==> config.mk <==
export PLATFORM = sky130hd
export DESIGN_NAME = spi_memory_master
export DESIGN_NICKNAME = d
export VERILOG_FILES = /design/src/rtl/spi_memory_master.sv
export SDC_FILE = /design/constraint.sdc
export NUM_CORES = 1
export LEC_CHECK = 0
export BUFFER_PORTS_ARGS = -buffer_cell sky130_fd_sc_hd__buf_2
export CAP_MARGIN = 30
export CORE_ASPECT_RATIO = 0.7
export CORE_MARGIN = 2
export CORE_UTILIZATION = 40
export DETAILED_ROUTE_END_ITERATION = 8
export SYNTH_ARGS = -nofsm -noshare
export SYNTH_HDL_FRONTEND = slang
export SYNTH_SLANG_ARGS = --single-unit
==> constraint.sdc <==
create_clock -name main_clock -period 2.9 [get_ports main_clock]
set_input_delay 0.435 -clock main_clock [delete_from_list [all_inputs] [get_ports main_clock]]
set_output_delay 0.435 -clock main_clock [all_outputs]
set_load 0.02 [all_outputs]
==> src/rtl/spi_memory_master.sv <==
// SPI mode-0 memory master: cmd, optional address, optional dummy clocks, then N data bytes.
// Optional SPI_MEMORY_MASTER_ABORT_EN adds abort/aborted for cutting a transfer short.
module spi_memory_master #(
    parameter int ADDR_BYTES   = 3,
    parameter int DUMMY_CYCLES = 8,
    parameter int HALF_DIV     = 2
) (
    input  logic                    main_clock,
    input  logic                    rst_n,
    output logic                    sck,
    output logic                    cs,
    output logic                    mosi,
    input  logic                    miso,
    input  logic                    start,
    input  logic [7:0]              cmd,
    input  logic [ADDR_BYTES*8-1:0] addr,
    input  logic                    use_addr,
    input  logic                    use_dummy,
    input  logic                    rw,
    input  logic [15:0]             len,
    input  logic [7:0]              wr_data,
    input  logic                    wr_valid,
    output logic                    wr_ready,
    output logic [7:0]              rd_data,
    output logic                    rd_valid,
    output logic                    busy,
    output logic                    done
`ifdef SPI_MEMORY_MASTER_ABORT_EN
   ,input  logic                    abort
   ,output logic                    aborted
`endif
);

    localparam int SW   = ADDR_BYTES * 8;
    localparam int MAXB = (SW > DUMMY_CYCLES) ? SW : DUMMY_CYCLES;
    localparam int BW   = $clog2(MAXB + 1);
    localparam int HW   = (HALF_DIV > 1) ? $clog2(HALF_DIV) : 1;
    localparam logic [HW-1:0] HALF_LOAD = HW'(HALF_DIV - 1);

    // state | meaning
    // IDLE  | waiting for start, cs high
    // SETUP | first low half before cmd bit 7 rises
    // CMD   | shifting command byte
    // ADDR  | shifting address, MSB first
    // DUMMY | free-running clocks, mosi low
    // WDATA | write bytes; stalls sck low while wr_ready is up
    // RDATA | read bytes, one rd_valid per byte
    // HOLD  | sck low half before releasing cs
    // DONE  | done pulse, back to IDLE
    typedef enum logic [3:0] {
        IDLE, SETUP, CMD, ADDR, DUMMY, WDATA, RDATA, HOLD, DONE
    } state_t;

    state_t state, state_d, nxt;
    state_t after_cmd, after_addr, after_dummy;

    logic                    sck_d, cs_d, mosi_d, wr_ready_d, rd_valid_d, busy_d, done_d;
    logic [7:0]              rd_data_d;
    logic [HW-1:0]           half_cnt, half_d;
    logic [BW-1:0]           bits_left, bits_d;
    logic [15:0]             byte_cnt, bytes_d;
    logic [SW-1:0]           tx, tx_d;
    logic [7:0]              rx, rx_d;
    logic [ADDR_BYTES*8-1:0] addr_q, addr_d;
    logic                    use_addr_q, use_addr_d, use_dummy_q, use_dummy_d, rw_q, rw_d;
`ifdef SPI_MEMORY_MASTER_ABORT_EN
    logic                    abort_pend, abort_pend_d, aborted_d;
`endif

    // byte_cnt still holds len until the data phase starts
    assign after_dummy = (byte_cnt == 16'd0) ? HOLD : (rw_q ? RDATA : WDATA);
    assign after_addr  = use_dummy_q ? DUMMY : after_dummy;
    assign after_cmd   = use_addr_q ? ADDR : after_addr;

    always_comb begin
        state_d     = state;
        nxt         = state;
        sck_d       = sck;
        cs_d        = cs;
        mosi_d      = mosi;
        wr_ready_d  = wr_ready;
        rd_data_d   = rd_data;
        rd_valid_d  = 1'b0;
        busy_d      = busy;
        done_d      = 1'b0;
        half_d      = half_cnt;
        bits_d      = bits_left;
        bytes_d     = byte_cnt;
        tx_d        = tx;
        rx_d        = rx;
        addr_d      = addr_q;
        use_addr_d  = use_addr_q;
        use_dummy_d = use_dummy_q;
        rw_d        = rw_q;
`ifdef SPI_MEMORY_MASTER_ABORT_EN
        abort_pend_d = abort_pend;
        aborted_d    = 1'b0;
`endif
        case (state)
            IDLE: begin
                if (start) begin
                    addr_d      = addr;
                    use_addr_d  = use_addr;
                    use_dummy_d = use_dummy;
                    rw_d        = rw;
                    bytes_d     = len;
                    tx_d        = SW'(cmd) << (SW - 8);
                    mosi_d      = cmd[7];
                    bits_d      = BW'(8);
                    half_d      = HALF_LOAD;
                    cs_d        = 1'b0;
                    busy_d      = 1'b1;
                    state_d     = SETUP;
`ifdef SPI_MEMORY_MASTER_ABORT_EN
                    abort_pend_d = 1'b0;
`endif
                end
            end
            SETUP: begin
                if (half_cnt == '0) begin
                    sck_d   = 1'b1;
                    half_d  = HALF_LOAD;
                    state_d = CMD;
                end else begin
                    half_d = half_cnt - HW'(1);
                end
            end
            CMD, ADDR, DUMMY, WDATA, RDATA: begin
                if (state == WDATA && wr_ready) begin
                    if (wr_valid) begin
                        tx_d       = SW'(wr_data) << (SW - 8);
                        mosi_d     = wr_data[7];
                        wr_ready_d = 1'b0;
                        half_d     = HALF_LOAD;
                        bits_d     = BW'(8);
                    end
                end else if (half_cnt != '0) begin
                    half_d = half_cnt - HW'(1);
                end else begin
                    half_d = HALF_LOAD;
                    if (!sck) begin
                        sck_d = 1'b1;
                        if (state == RDATA) begin
                            rx_d = {rx[6:0], miso};
                            if (bits_left == BW'(1)) begin
                                rd_data_d  = {rx[6:0], miso};
                                rd_valid_d = 1'b1;
                            end
                        end
                    end else begin
                        sck_d = 1'b0;
                        if (bits_left != BW'(1)) begin
                            bits_d = bits_left - BW'(1);
                            tx_d   = tx << 1;
                            mosi_d = tx[SW-2];
                        end else begin
                            case (state)
                                CMD:     nxt = after_cmd;
                                ADDR:    nxt = after_addr;
                                DUMMY:   nxt = after_dummy;
                                default: begin
                                    bytes_d = byte_cnt - 16'd1;
                                    nxt     = (byte_cnt == 16'd1) ? HOLD : state;
                                end
                            endcase
                            state_d = nxt;
                            mosi_d  = 1'b0;
                            tx_d    = '0;
                            case (nxt)
                                ADDR: begin
                                    tx_d   = addr_q;
                                    mosi_d = addr_q[SW-1];
                                    bits_d = BW'(SW);
                                end
                                DUMMY:   bits_d = BW'(DUMMY_CYCLES);
                                RDATA:   bits_d = BW'(8);
                                WDATA:   wr_ready_d = 1'b1;
                                default: ;
                            endcase
                        end
                    end
                end
            end
            HOLD: begin
                if (half_cnt == '0) begin
                    cs_d    = 1'b1;
                    done_d  = 1'b1;
                    busy_d  = 1'b0;
                    state_d = DONE;
`ifdef SPI_MEMORY_MASTER_ABORT_EN
                    aborted_d    = abort_pend;
                    abort_pend_d = 1'b0;
`endif
                end else begin
                    half_d = half_cnt - HW'(1);
                end
            end
            DONE:    state_d = IDLE;
            default: state_d = IDLE;
        endcase
`ifdef SPI_MEMORY_MASTER_ABORT_EN
        // abort overrides everything, including a byte completing this cycle
        if (abort && busy && state != DONE) begin
            state_d      = HOLD;
            sck_d        = 1'b0;
            mosi_d       = 1'b0;
            half_d       = HALF_LOAD;
            wr_ready_d   = 1'b0;
            rd_valid_d   = 1'b0;
            rd_data_d    = rd_data;
            cs_d         = 1'b0;
            busy_d       = 1'b1;
            done_d       = 1'b0;
            aborted_d    = 1'b0;
            abort_pend_d = 1'b1;
        end
`endif
    end

    always_ff @(posedge main_clock or negedge rst_n) begin
        if (!rst_n) begin
            state       <= IDLE;
            sck         <= 1'b0;
            cs          <= 1'b1;
            mosi        <= 1'b0;
            wr_ready    <= 1'b0;
            rd_data     <= 8'h00;
            rd_valid    <= 1'b0;
            busy        <= 1'b0;
            done        <= 1'b0;
            half_cnt    <= '0;
            bits_left   <= '0;
            byte_cnt    <= 16'd0;
            tx          <= '0;
            rx          <= 8'h00;
            addr_q      <= '0;
            use_addr_q  <= 1'b0;
            use_dummy_q <= 1'b0;
            rw_q        <= 1'b0;
`ifdef SPI_MEMORY_MASTER_ABORT_EN
            abort_pend  <= 1'b0;
            aborted     <= 1'b0;
`endif
        end else begin
            state       <= state_d;
            sck         <= sck_d;
            cs          <= cs_d;
            mosi        <= mosi_d;
            wr_ready    <= wr_ready_d;
            rd_data     <= rd_data_d;
            rd_valid    <= rd_valid_d;
            busy        <= busy_d;
            done        <= done_d;
            half_cnt    <= half_d;
            bits_left   <= bits_d;
            byte_cnt    <= bytes_d;
            tx          <= tx_d;
            rx          <= rx_d;
            addr_q      <= addr_d;
            use_addr_q  <= use_addr_d;
            use_dummy_q <= use_dummy_d;
            rw_q        <= rw_d;
`ifdef SPI_MEMORY_MASTER_ABORT_EN
            abort_pend  <= abort_pend_d;
            aborted     <= aborted_d;
`endif
        end
    end

endmodule

# --- After elaboration in Yosys (flattened, before gate mapping) ---
# Cells that the tools add are included.
# W data, S select, Z words.
totals:
  inputBits: 64
  word_cells: 155
  ff_bits: 98
  output_inout_bits: 15
op_classes:
  n_addsub: 3
  n_reduce_logical: 23
  muxes: 79
  eq_ne: 29
  n_bitwise: 3
op_table:
  columns: ["op", "n"]
  rows:
  - ["$mux W23", 7]
  - ["$mux W16", 6]
  - ["$mux W4", 13]
  - ["$pmux W23 S2", 1]
  - ["$mux W1", 32]
  - ["$pmux W16 S2", 1]
  - ["$mux W5", 6]
  - ["$eq A4 B3 Y1 const B", 7]
  - ["$ne A2 B2 Y1 const B", 10]
  - ["$pmux W5 S2", 2]
  - ["$reduce_and A6 Y1", 3]
  - ["$eq A16 B1 Y1 const B", 1]
  - ["$logic_not A16 Y1", 1]
  - ["$pmux W4 S4", 1]
  - ["$sub A16 B1 Y16 const B", 1]
  - ["$reduce_and A7 Y1", 2]
  - ["$eq A4 B2 Y1 const B", 3]
  - ["$pmux W4 S3", 1]
  - ["$reduce_and A5 Y1", 2]
  - ["$reduce_bool A2 Y1", 5]
  - ["$ne A3 B3 Y1 const B", 3]
  - ["$pmux W1 S2", 4]
  - ["$mux W2", 3]
  - ["$reduce_and A3 Y1", 2]
  - ["other kinds (18)", 20]

# --- Longest topological paths before layout ---
# Gate-level depths: netlist of the first run.
depth:
  word_depth: 18
  ltp_mapped: 9
  depth_no_buf: 8

# --- Worst setup path after synthesis of the first run ---
# OpenSTA, ideal clock, no wires.
synth_path:
  path_type: "reg2reg"
  from: "register state[1]"
  to: "register bits_left[1]"
  n_path_buf: 0
  arrival_ps: 2127
  stages_incl_launch_ff: 7
  setup_ps: 125
  slack_ps: 648
  path_cell_list: "dfrtp_1 or4b_4 a2111oi_4 a311oi_2 a2bb2oi_4 a31oi_4 mux2_4"
synth_via:
  elab_chain_cells: 11
  word_cells_on_any_way: 28
synth_rtl:
  columns: ["item", "line_no", "source"]
  rows:
  - ["start, declared", "54", "state_t state, state_d, nxt;"]
  - ["start signal, assigned", "245", "state <= state_d;"]
  - ["$eq A4 B3 Y1, or another cell as far along", "99, 157", null]
  - ["$pmux W4 S3", "157", "case (state)"]
  - ["$mux W4", "152", "if (bits_left != BW'(1)) begin"]
  - ["$mux W4", "141", "if (!sck) begin"]
  - ["$mux W4", "137", "end else if (half_cnt != '0) begin"]
  - ["$mux W4", "129", "if (state == WDATA && wr_ready) begin"]
  - ["$mux W4", "99", "case (state)"]
  - ["$eq A4 B3 Y1", "169", "case (nxt)"]
  - ["$reduce_or A2 Y1 (no line)", null, null]
  - ["$ne A5 B5 Y1 (no line)", null, null]
  - ["$reduce_and A6 Y1 (no line)", null, null]
  - ["end signal, assigned", "255", "bits_left <= bits_d;"]
  - ["end, declared", "60", "logic [BW-1:0] bits_left, bits_d;"]
# Several ways; a longest one is shown, not always the timed one. The select of a mux whose other input is x is not followed.
# A chain may end at the register's enable or synchronous reset.

# --- Worst setup path after layout of the first run ---
layout_path:
  from: "register state[3]"
  to: "register byte_cnt[0]"
layout_via:
  elab_chain_cells: 4
  word_cells_on_any_way: 18
layout_rtl:
  columns: ["item", "line_no", "source"]
  rows:
  - ["$eq A4 B3 Y1, or another cell as far along", "99, 129", null]
  - ["$reduce_or A5 Y1, or another cell as far along", "99", null]
  - ["$ne A2 B2 Y1 (no line) or $reduce_bool A2 Y1 (tied branches)", null, null]
  - ["$reduce_and A7 Y1 (no line)", null, null]
  - ["end signal, assigned", "256", "byte_cnt <= bytes_d;"]
  - ["end, declared", "61", "logic [15:0] byte_cnt, bytes_d;"]
# Several ways; a longest one is shown, not always the timed one.

==> impl_metrics.csv, run 1 <==
group,metric,value,unit
timing,fin_skew,8.06,ps
synthesis,avgSynthCellArea,10.0,um2
synthesis,syn_area,4860,um2
timing,setup_viol,0,
synthesis,ys_async_sr_fraction,100,%
timing,final_max_slew_viol_count,0,
drt,drtIter0Drc,289,
synthesis,synth_cell_types,63,
drt,drtPass1Iterations,5,
timing,tns,0,ps
placement,dp_hpwl,8180,um
synthesis,ys_seq_area_share,50.5,%
drt,postRouteAntennaNets,0,
drt,wl_met2,5060,um
cts,cts.sinks,98,
critical_path,reg2reg_depth,8,
layout,area.growth.synth_to_final,18.9,%
drt,drc,0,
power,vdd_drop_max,0.000456,V
critical_path,worstPathMaxFanout,33,
timing,fmax,410,MHz
drt,postRouteWirelength,11500,um
synthesis,synth.largest_area_cell,"dfrtp_1",
layout,fin_nets,632,
synthesis,synth_top_family_by_area,"compound AO/OA/AOI/OAI gates",
run,max_cap_violations,0,
critical_path,critPathArrivalTime,2660,ps
grt,antenna_found_initial,0,
timing,fin_ws,464,ps
timing,slew_headroom,30.9,%
layout,fin_cells,724,
layout,final_common_cell,"dfrtp_1",
floorplanning,io-pin-count,79,
synthesis,muxShareOfSynthArea,8.59,%
synthesis,synth_seq_cells,98,
timing,rsz0062_at_grt,"no",
grt,grt_pass1_wl,19000,um
drt,viasPerCell,5.44,
cts,post_cts_resized,0,
critical_path,worstSetupEndpointType,"flip-flop",
synthesis,synth_nets,554,
synthesis,synth_xor_xnor_area_share,0.180,%
synthesis,synth_edf_count,0,
run_status,outcome,"complete, no violations",
synthesis,synthFlopType,"dfrtp_1",
cts,ctsHtreeMaxLevel,3,
synthesis,yosys.area_share.simple,15.9,%
placement,gp_congestion,0.900,
grt,grt_pass1_vias,3770,
floorplanning,die_h,96.2,um
layout,finish.utilization,49.1,%
layout,fin_area,5780,um2
critical_path,cp.required,3120,ps
placement,dp_cells,709,
placement,place.port_buffers,78,
timing,min_period,2440,ps
power,p_leak,2.60,nW
critical_path,critPathKind,"reg2reg",
synthesis,synthAdderAreaFrac,1.29,%
layout,layout_common_cells,"dfrtp_1, buf_2, nand2_1, o21ai_0, mux2_2",
floorplanning,core.rowCount,33,
cts,clock_latency,350,ps
layout,drive_above_1_share,27.7,%
synthesis,synth_top_cell_area_share,49.9,%
cts,cts_buffer_depth,2,
synthesis,synthTopCellsByArea,"dfrtp_1, mux2_2, o21ai_0",
grt,grt_usage,18.9,%
cts,cts_inserted_buffers,9,
cts,clk_pin_slew_worst_paths,70,ps
grt,grt_max_degree,60,
cts,postCtsHoldBufs,0,
synthesis,synthCells,485,
floorplanning,die_w,136,um
drt,route.top_layer_used,"met4",
timing,hold_viol_final,0,
cts,clock-root-buffer,"clkbuf_16",
floorplanning,floorplan.initialDensity,41.3,%
timing,max_slew.worst_pin.slew,1030,ps
drt,m1WireLength,5580,um
power,p_per_area,1050,nW/um2
floorplanning,core_area,11800,um2
placement,dpl_worst_slack,458,ps
drt,vias,3940,
floorplanning,die_area,13100,um2
cts,tritoncts,"yes",
timing,fin_crit_sh,84.0,%
synthesis,synth_compound_area_share,20.1,%
drt,wl_per_cell,15.8,um
layout,antenna_cells,0,
min_path,hp-class,"in2async",
placement,dpl_cell_area,5490,um2
cts,postCtsSetupRepairBufs,0,
grt,grt_overflow,0,
synthesis,synth-warning-count,0,
drt,wl_met3,669,um
critical_path,start_kind,"flip-flop",
-- where the power goes --
part,switching [mW],internal (mW)
Clock,0.517,0.689
Combinational,1.50,1.09
Sequential,0.393,1.85
-- synthesized netlist by cell type (2+ instances only) --
cell type,number
a221oi_1,2
nor3_1,13
o21ai_0,48
buf_2,3
inv_1,13
buf_1,3
nand3_1,4
nand2b_1,7
o22ai_1,2
or2_2,2
ha_1,5
and4b_1,2
a21oi_1,27
or3_1,5
or4_1,2
nor3b_1,3
o41ai_1,2
nor2b_1,5
a222oi_1,8
a31oi_1,13
a21o_1,2
clkbuf_1,22
mux2i_1,2
nor2_1,34
nand2_1,59
nand4_1,2
a22oi_1,20
dfrtp_1,97
and2_1,2
mux2_2,34
nor4_1,10
-- stage by stage --
step                power, mW  hold slack (ps)
floorplan                4.11              139
global placement         4.77              443
detailed placement       4.85              451
CTS                      6.08             78.3
global route             6.51             99.7
finish                   6.04             64.4
-- cell type report --
| class | instances | area [um2] |
|---|---|---|
| fill | 1100 | 5990 |
| sequential | 98 | 2450 |
| multi-input combinational | 344 | 2240 |
| timing repair buffer | 96 | 541 |
| clock buffer | 11 | 243 |
| tap | 157 | 196 |
| inverter | 14 | 52.6 |
| clock inverter | 4 | 51.3 |
-- sequential cells by signal, indices dropped and copies added (netlist names), 4 cells and up --
register	count
rx	7
tx	23
addr_q	24
state	4
bits_left	5
byte_cnt	16
rd_data	8
-- logic make-up after synthesis --
| group | count (synthesis) |
|---|---|
| flops | 98 |
| simple gates | 156 |
| compound gates | 145 |
| buf+inv | 43 |
| fa+ha+maj | 5 |
| mux | 37 |
| xor+xnor | 1 |
-- layer usage --
metal	up-vias	global-route usage [%]
li1	1938	-
met1	1891	26.8
met2	99	28.1
met3	12	5.27
met4	0	5.99
met5	-	0
-- worst max-delay path, cell delays in order (launching register included) --
cell and delay (ps):
dfrtp_1 470, buf_4 210, o21bai_1 190, a31oi_1 580
a221o_1 290, buf_4 280, nor3_1 80, a21oi_1 110
o21ai_0 90
-- path summary, 6_finish.rpt --
check	from	end	slack, ps
setup / recovery	state[3]	byte_cnt[0]	460
hold reg to reg	rx[6]	rd_data[7]	470
setup reg to reg	state[3]	byte_cnt[0]	460
hold / removal	rst_n	addr_q[17]	60
max in group asynchronous	rst_n	rd_data[5]	2150
min in group main_clock	miso	rd_data[0]	290
No activity file was read; power rests on OpenSTA's default activity.
==> run 2, diff against run 1 <==
==> constraint.sdc (replaced) <==
create_clock -name main_clock -period 2.25 [get_ports main_clock]
set_input_delay 0.3375 -clock main_clock [delete_from_list [all_inputs] [get_ports main_clock]]
set_output_delay 0.3375 -clock main_clock [all_outputs]
set_load 0.02 [all_outputs]
==> impl_metrics.csv, run 2 (synthesized netlist as in run 1, its figures left out) <==
group,metric,value,unit
critical_path,crit_start,"state[0]",
placement,dpl_worst_slack,38.4,ps
critical_path,critPathArrivalTime,2410,ps
critical_path,r2r_start,"state[0]",
critical_path,worstSetupEndpointType,"flip-flop",
min_path,min_from,"miso",
placement,dp_hpwl,8640,um
power,vdd_drop_max,0.000560,V
critical_path,cp.required,2480,ps
critical_path,critPathKind,"reg2reg",
timing,hold_viol_final,0,
min_path,hp-class,"in2reg",
layout,largestRegisters,"addr_q x24, tx x23, byte_cnt x16",
timing,min_period,2180,ps
drt,postRouteWirelength,12000,um
layout,final_common_cell,"dfrtp_1",
cts,cts_buffer_depth,2,
critical_path,worstPathMaxFanout,3,
critical_path,start_kind,"flip-flop",
timing,fmax,459,MHz
layout,area.growth.synth_to_final,23.0,%
timing,fin_ws,69.3,ps
drt,drc,0,
min_path,whs_path_depth,3,
floorplanning,core_area,11800,um2
critical_path,reg2reg_depth,6,
power,p_per_area,1360,nW/um2
min_path,hold_path_end,"rd_data[0]",
drt,vias,4147,
floorplanning,die_w,136,um
layout,largest_register,"addr_q",
floorplanning,core.rowCount,33,
placement,place.port_buffers,78,
timing,rsz0062_at_grt,"yes",
timing,fin_crit_sh,96.9,%
critical_path,rr_endpoint,"bits_left[1]",
layout,fillCellCount,1062,
placement,gp_congestion,0.922,
grt,grt_usage,19.0,%
drt,postRouteAntennaNets,0,
critical_path,rrSetupSlack,70,ps
timing,tns,0,ps
layout,fin_area,5980,um2
layout,layout_common_cells,"dfrtp_1, buf_2, nand2_1, o21ai_0",
timing,final_max_slew_viol_count,0,
critical_path,crit_chain,"or4b_4 > a2111oi_4 > a311oi_2 > a2bb2oi_4 > a31oi_4 > mux2_4",
floorplanning,die_h,96.2,um
cts,ctsHtreeMaxLevel,3,
grt,grt_pass1_vias,4010,
cts,cts_inserted_buffers,9,
critical_path,slowest_stage,"or4b_4",
power,p_leak,2.71,nW
cts,clock_latency,340,ps
run_status,outcome,"complete, no violations",
layout,finish.utilization,50.8,%
floorplanning,io-pin-count,79,
timing,fin_skew,8.22,ps
cts,clk_pin_slew_worst_paths,70,ps
floorplanning,die_area,13100,um2
cts,clock-root-buffer,"clkbuf_16",
cts,postCtsSetupRepairBufs,0,
run,max_cap_violations,0,
drt,drtIter0Drc,320,
cts,tritoncts,"yes",
critical_path,slowest_delay,550,ps
drt,drtPass1Iterations,5,
layout,drive_above_1_share,31.0,%
grt,grt_pass1_wl,19600,um
cts,cts.sinks,98,
placement,dpl_cell_area,5670,um2
layout,largest_reg_flops,24,
timing,setup_viol,0,
timing,hold-worst-slack,210,ps
timing,slew_headroom,59.3,%
timing,max_slew.worst_pin.slew,605,ps
drt,viasPerCell,5.57,
grt,grt_max_degree,45,
layout,antenna_cells,0,
floorplanning,floorplan.initialDensity,41.3,%
grt,grt_overflow,0,
layout,fin_nets,652,
grt,antenna_found_initial,0,
drt,wl_per_cell,16.1,um
[run 2: worst max-delay path by stage]
stage                         to  slack [ps]  depth (start not counted)
floorplan           bits_left[1]          20                          6
global placement    byte_cnt[15]          70                          6
detailed placement  bits_left[1]          40                          6
CTS                 bits_left[1]          30                          6
global route            state[0]         -10                          7
finish              bits_left[1]          70                          6
[run 2: what timing repair did]
item,CTS,global route
hold buffers,1,0
resized for setup,0,8
hold endpoints to repair,15,0
endpoints found under the setup margin,0,8
[run 2: report_power, final]
part | internal, mW | switching, mW
clock network | 0.785 | 0.668
logic | 1.70 | 2.12
registers | 2.38 | 0.465
total | 4.87 | 3.25
[run 2: area by class of cell]
cell class / instances / area (um2) / share of cell area [%]
timing repair buffer: 116 / 731 / 12.2
clock buffer: 11 / 243 / 4.06
tap: 157 / 196 / 3.28
multi-input combinational: 344 / 2270 / 37.9
inverter: 14 / 52.6 / 0.878
sequential: 98 / 2450 / 41.0
clock inverter: 5 / 37.5 / 0.627
[run 2: worst max-delay path: cells and delay by family (launching register included)]
family             cells  cell delay (ps)
AOI/OAI and AO/OA      4              810
DFF                    1              400
and+or+nand+nor        1              550
muxes                  1              310
[run 2: stage by stage]
step | std cells | power, mW
6_report | 745 | 8.12
5_1_grt | 745 | 8.74
2_1_floorplan | 485 | 5.29
3_3_place_gp | 728 | 6.47
3_5_place_dp | 728 | 6.61
4_1_cts | 745 | 8.08
[run 2: metal layers]
metal	track usage, %	part of all wire, %
met2	30.1	45
met5	0	0
met4	4.77	0.65
met3	4.58	6.1
met1	26.4	48
==> run 3, diff against run 2 <==
--- a/config.mk
+++ b/config.mk
@@ -10,6 +10,7 @@
 export CORE_ASPECT_RATIO = 0.7
 export CORE_MARGIN = 2
 export CORE_UTILIZATION = 40
+export CTS_BUF_LIST = sky130_fd_sc_hd__clkbuf_2
 export DETAILED_ROUTE_END_ITERATION = 8
 export SYNTH_ARGS = -nofsm -noshare
 export SYNTH_HDL_FRONTEND = slang
==> impl_metrics.csv, run 3 (synthesized netlist as in run 1, its figures left out) <==
group,metric,value,unit
run_status,outcome,"complete, no violations",
critical_path,crit_start,"state[0]",
floorplanning,die_w,136,um
cts,cts_buffer_depth,2,
critical_path,r2r_start,"state[0]",
critical_path,reg2reg_depth,6,
timing,rsz0062_at_grt,"yes",
grt,grt_pass1_vias,4186,
critical_path,crit_buf_inv,0,
timing,setup_viol,0,
grt,grt_overflow,0,
critical_path,crit_chain,"or4b_4 > a2111oi_4 > a311oi_2 > a2bb2oi_4 > a31oi_4 > mux2_4",
layout,antenna_cells,0,
min_path,hp-class,"in2reg",
timing,tns,0,ps
layout,fin_cells,784,
critical_path,worstSetupEndpointType,"flip-flop",
critical_path,start_kind,"flip-flop",
drt,drtPass1Iterations,5,
layout,layout_common_cells,"dfrtp_1, buf_2, nand2_1, o21ai_0",
critical_path,crit_end,"bits_left[1]",
timing,final_max_slew_viol_count,0,
layout,fin_area,6190,um2
placement,dpl_cell_area,5670,um2
placement,dpl_worst_slack,38.4,ps
cts,clock-root-buffer,"clkbuf_2",
floorplanning,core_area,11800,um2
floorplanning,die_h,96.2,um
layout,largest_register,"addr_q",
timing,fin_crit_sh,99.8,%
floorplanning,io-pin-count,79,
timing,hold_viol_final,0,
grt,grt_max_degree,45,
placement,dp_hpwl,8640,um
placement,place.port_buffers,78,
drt,vias,4344,
cts,cts.sinks,98,
cts,cts_inserted_buffers,9,
placement,dp_cells,728,
cts,ctsHtreeMaxLevel,3,
power,p_leak,2.81,nW
grt,antenna_found_initial,0,
grt,grt_usage,19.6,%
drt,drtIter0Drc,297,
critical_path,crit_cells,6,
critical_path,cp.required,2770,ps
critical_path,rr_endpoint,"bits_left[1]",
drt,postRouteWirelength,12400,um
timing,max_slew.worst_pin.slew,639,ps
drt,viasPerCell,5.54,
critical_path,worstPathMaxFanout,3,
layout,area.growth.synth_to_final,27.4,%
cts,clock_latency,580,ps
drt,postRouteAntennaNets,0,
layout,fin_nets,691,
floorplanning,floorplan.initialDensity,41.3,%
timing,slew_headroom,57.0,%
timing,fmax,445,MHz
layout,drive_above_1_share,30.1,%
critical_path,slowest_delay,550,ps
critical_path,slowest_stage,"or4b_4",
critical_path,critPathArrivalTime,2770,ps
layout,largest_reg_flops,24,
power,p_per_area,1230,nW/um2
run,max_cap_violations,0,
timing,min_period,2250,ps
timing,hold-worst-slack,47.4,ps
critical_path,rrSetupSlack,3,ps
placement,gp_congestion,0.922,
critical_path,critPathKind,"reg2reg",
critical_path,cpLargestDelayFamily,"compound AO/OA/AOI/OAI gates",
timing,fin_skew,26.2,ps
power,vdd_drop_max,0.000470,V
floorplanning,die_area,13100,um2
cts,tritoncts,"yes",
layout,final_common_cell,"dfrtp_1",
grt,grt_pass1_wl,20200,um
floorplanning,core.rowCount,33,
drt,drc,0,
cts,clk_pin_slew_worst_paths,280,ps
timing,fin_ws,3.46,ps
drt,wl_per_cell,15.8,um
layout,largestRegisters,"addr_q x24, tx x23, byte_cnt x16",
## run 3: worst min path at each step
stage                 start            to  cells past startpoint
floorplan             rst_n     addr_q[0]                      0
global placement      rst_n          busy                      1
detailed placement    rst_n          busy                      1
CTS                  len[3]   byte_cnt[3]                      3
global route         len[7]   byte_cnt[7]                      3
finish              len[13]  byte_cnt[13]                      3
## run 3: power breakdown
part,internal [mW],leakage [nW],switching [mW]
sequential,2.37,1.26,0.465
combinational,1.83,1.49,2.17
clock,0.150,0.0560,0.613
## run 3: final cells by class
| cell class | instances | area [um2] |
|---|---|---|
| clock buffers | 10 | 50.0 |
| clock inverters | 6 | 41.3 |
| fillers | 1058 | 5570 |
| inverters | 14 | 52.6 |
| multi-input cells | 344 | 2280 |
| flip-flops and latches | 98 | 2450 |
| well taps | 157 | 196 |
| repair buffers | 155 | 1120 |
## run 3: worst reg2reg max path, stage by stage, from the launching register on
cell and delay, ps:
dfrtp_1 470, or4b_4 550, a2111oi_4 310, a311oi_2 210, a2bb2oi_4 220, a31oi_4 120, mux2_4 310
## run 3: stage by stage
stage               utilization (%)  power [mW]
global placement               48.1        6.47
finish                         52.6        7.60
floorplan                         -        5.29
detailed placement             48.1        6.61
CTS                            52.0        7.41
global route                   52.6        8.19
## run 3: repair_timing
action                                 in CTS  in global routing
setup endpoints to repair                   1                  9
hold buffers                               36                  0
gates resized for setup                     0                 12
setup buffers                               0                  4
pin swaps                                   1                  4
endpoints found under the hold margin      71                  0
## run 3: metal layers
layer / wire length [um] / vias to the layer above / global-route usage (%)
met1: 5870 / 2142 / 26.9
met3: 725 / 13 / 4.27
met2: 5670 / 129 / 31.8
met4: 133 / 0 / 5.38
li1: - / 2060 / -
met5: 0 / - / 0
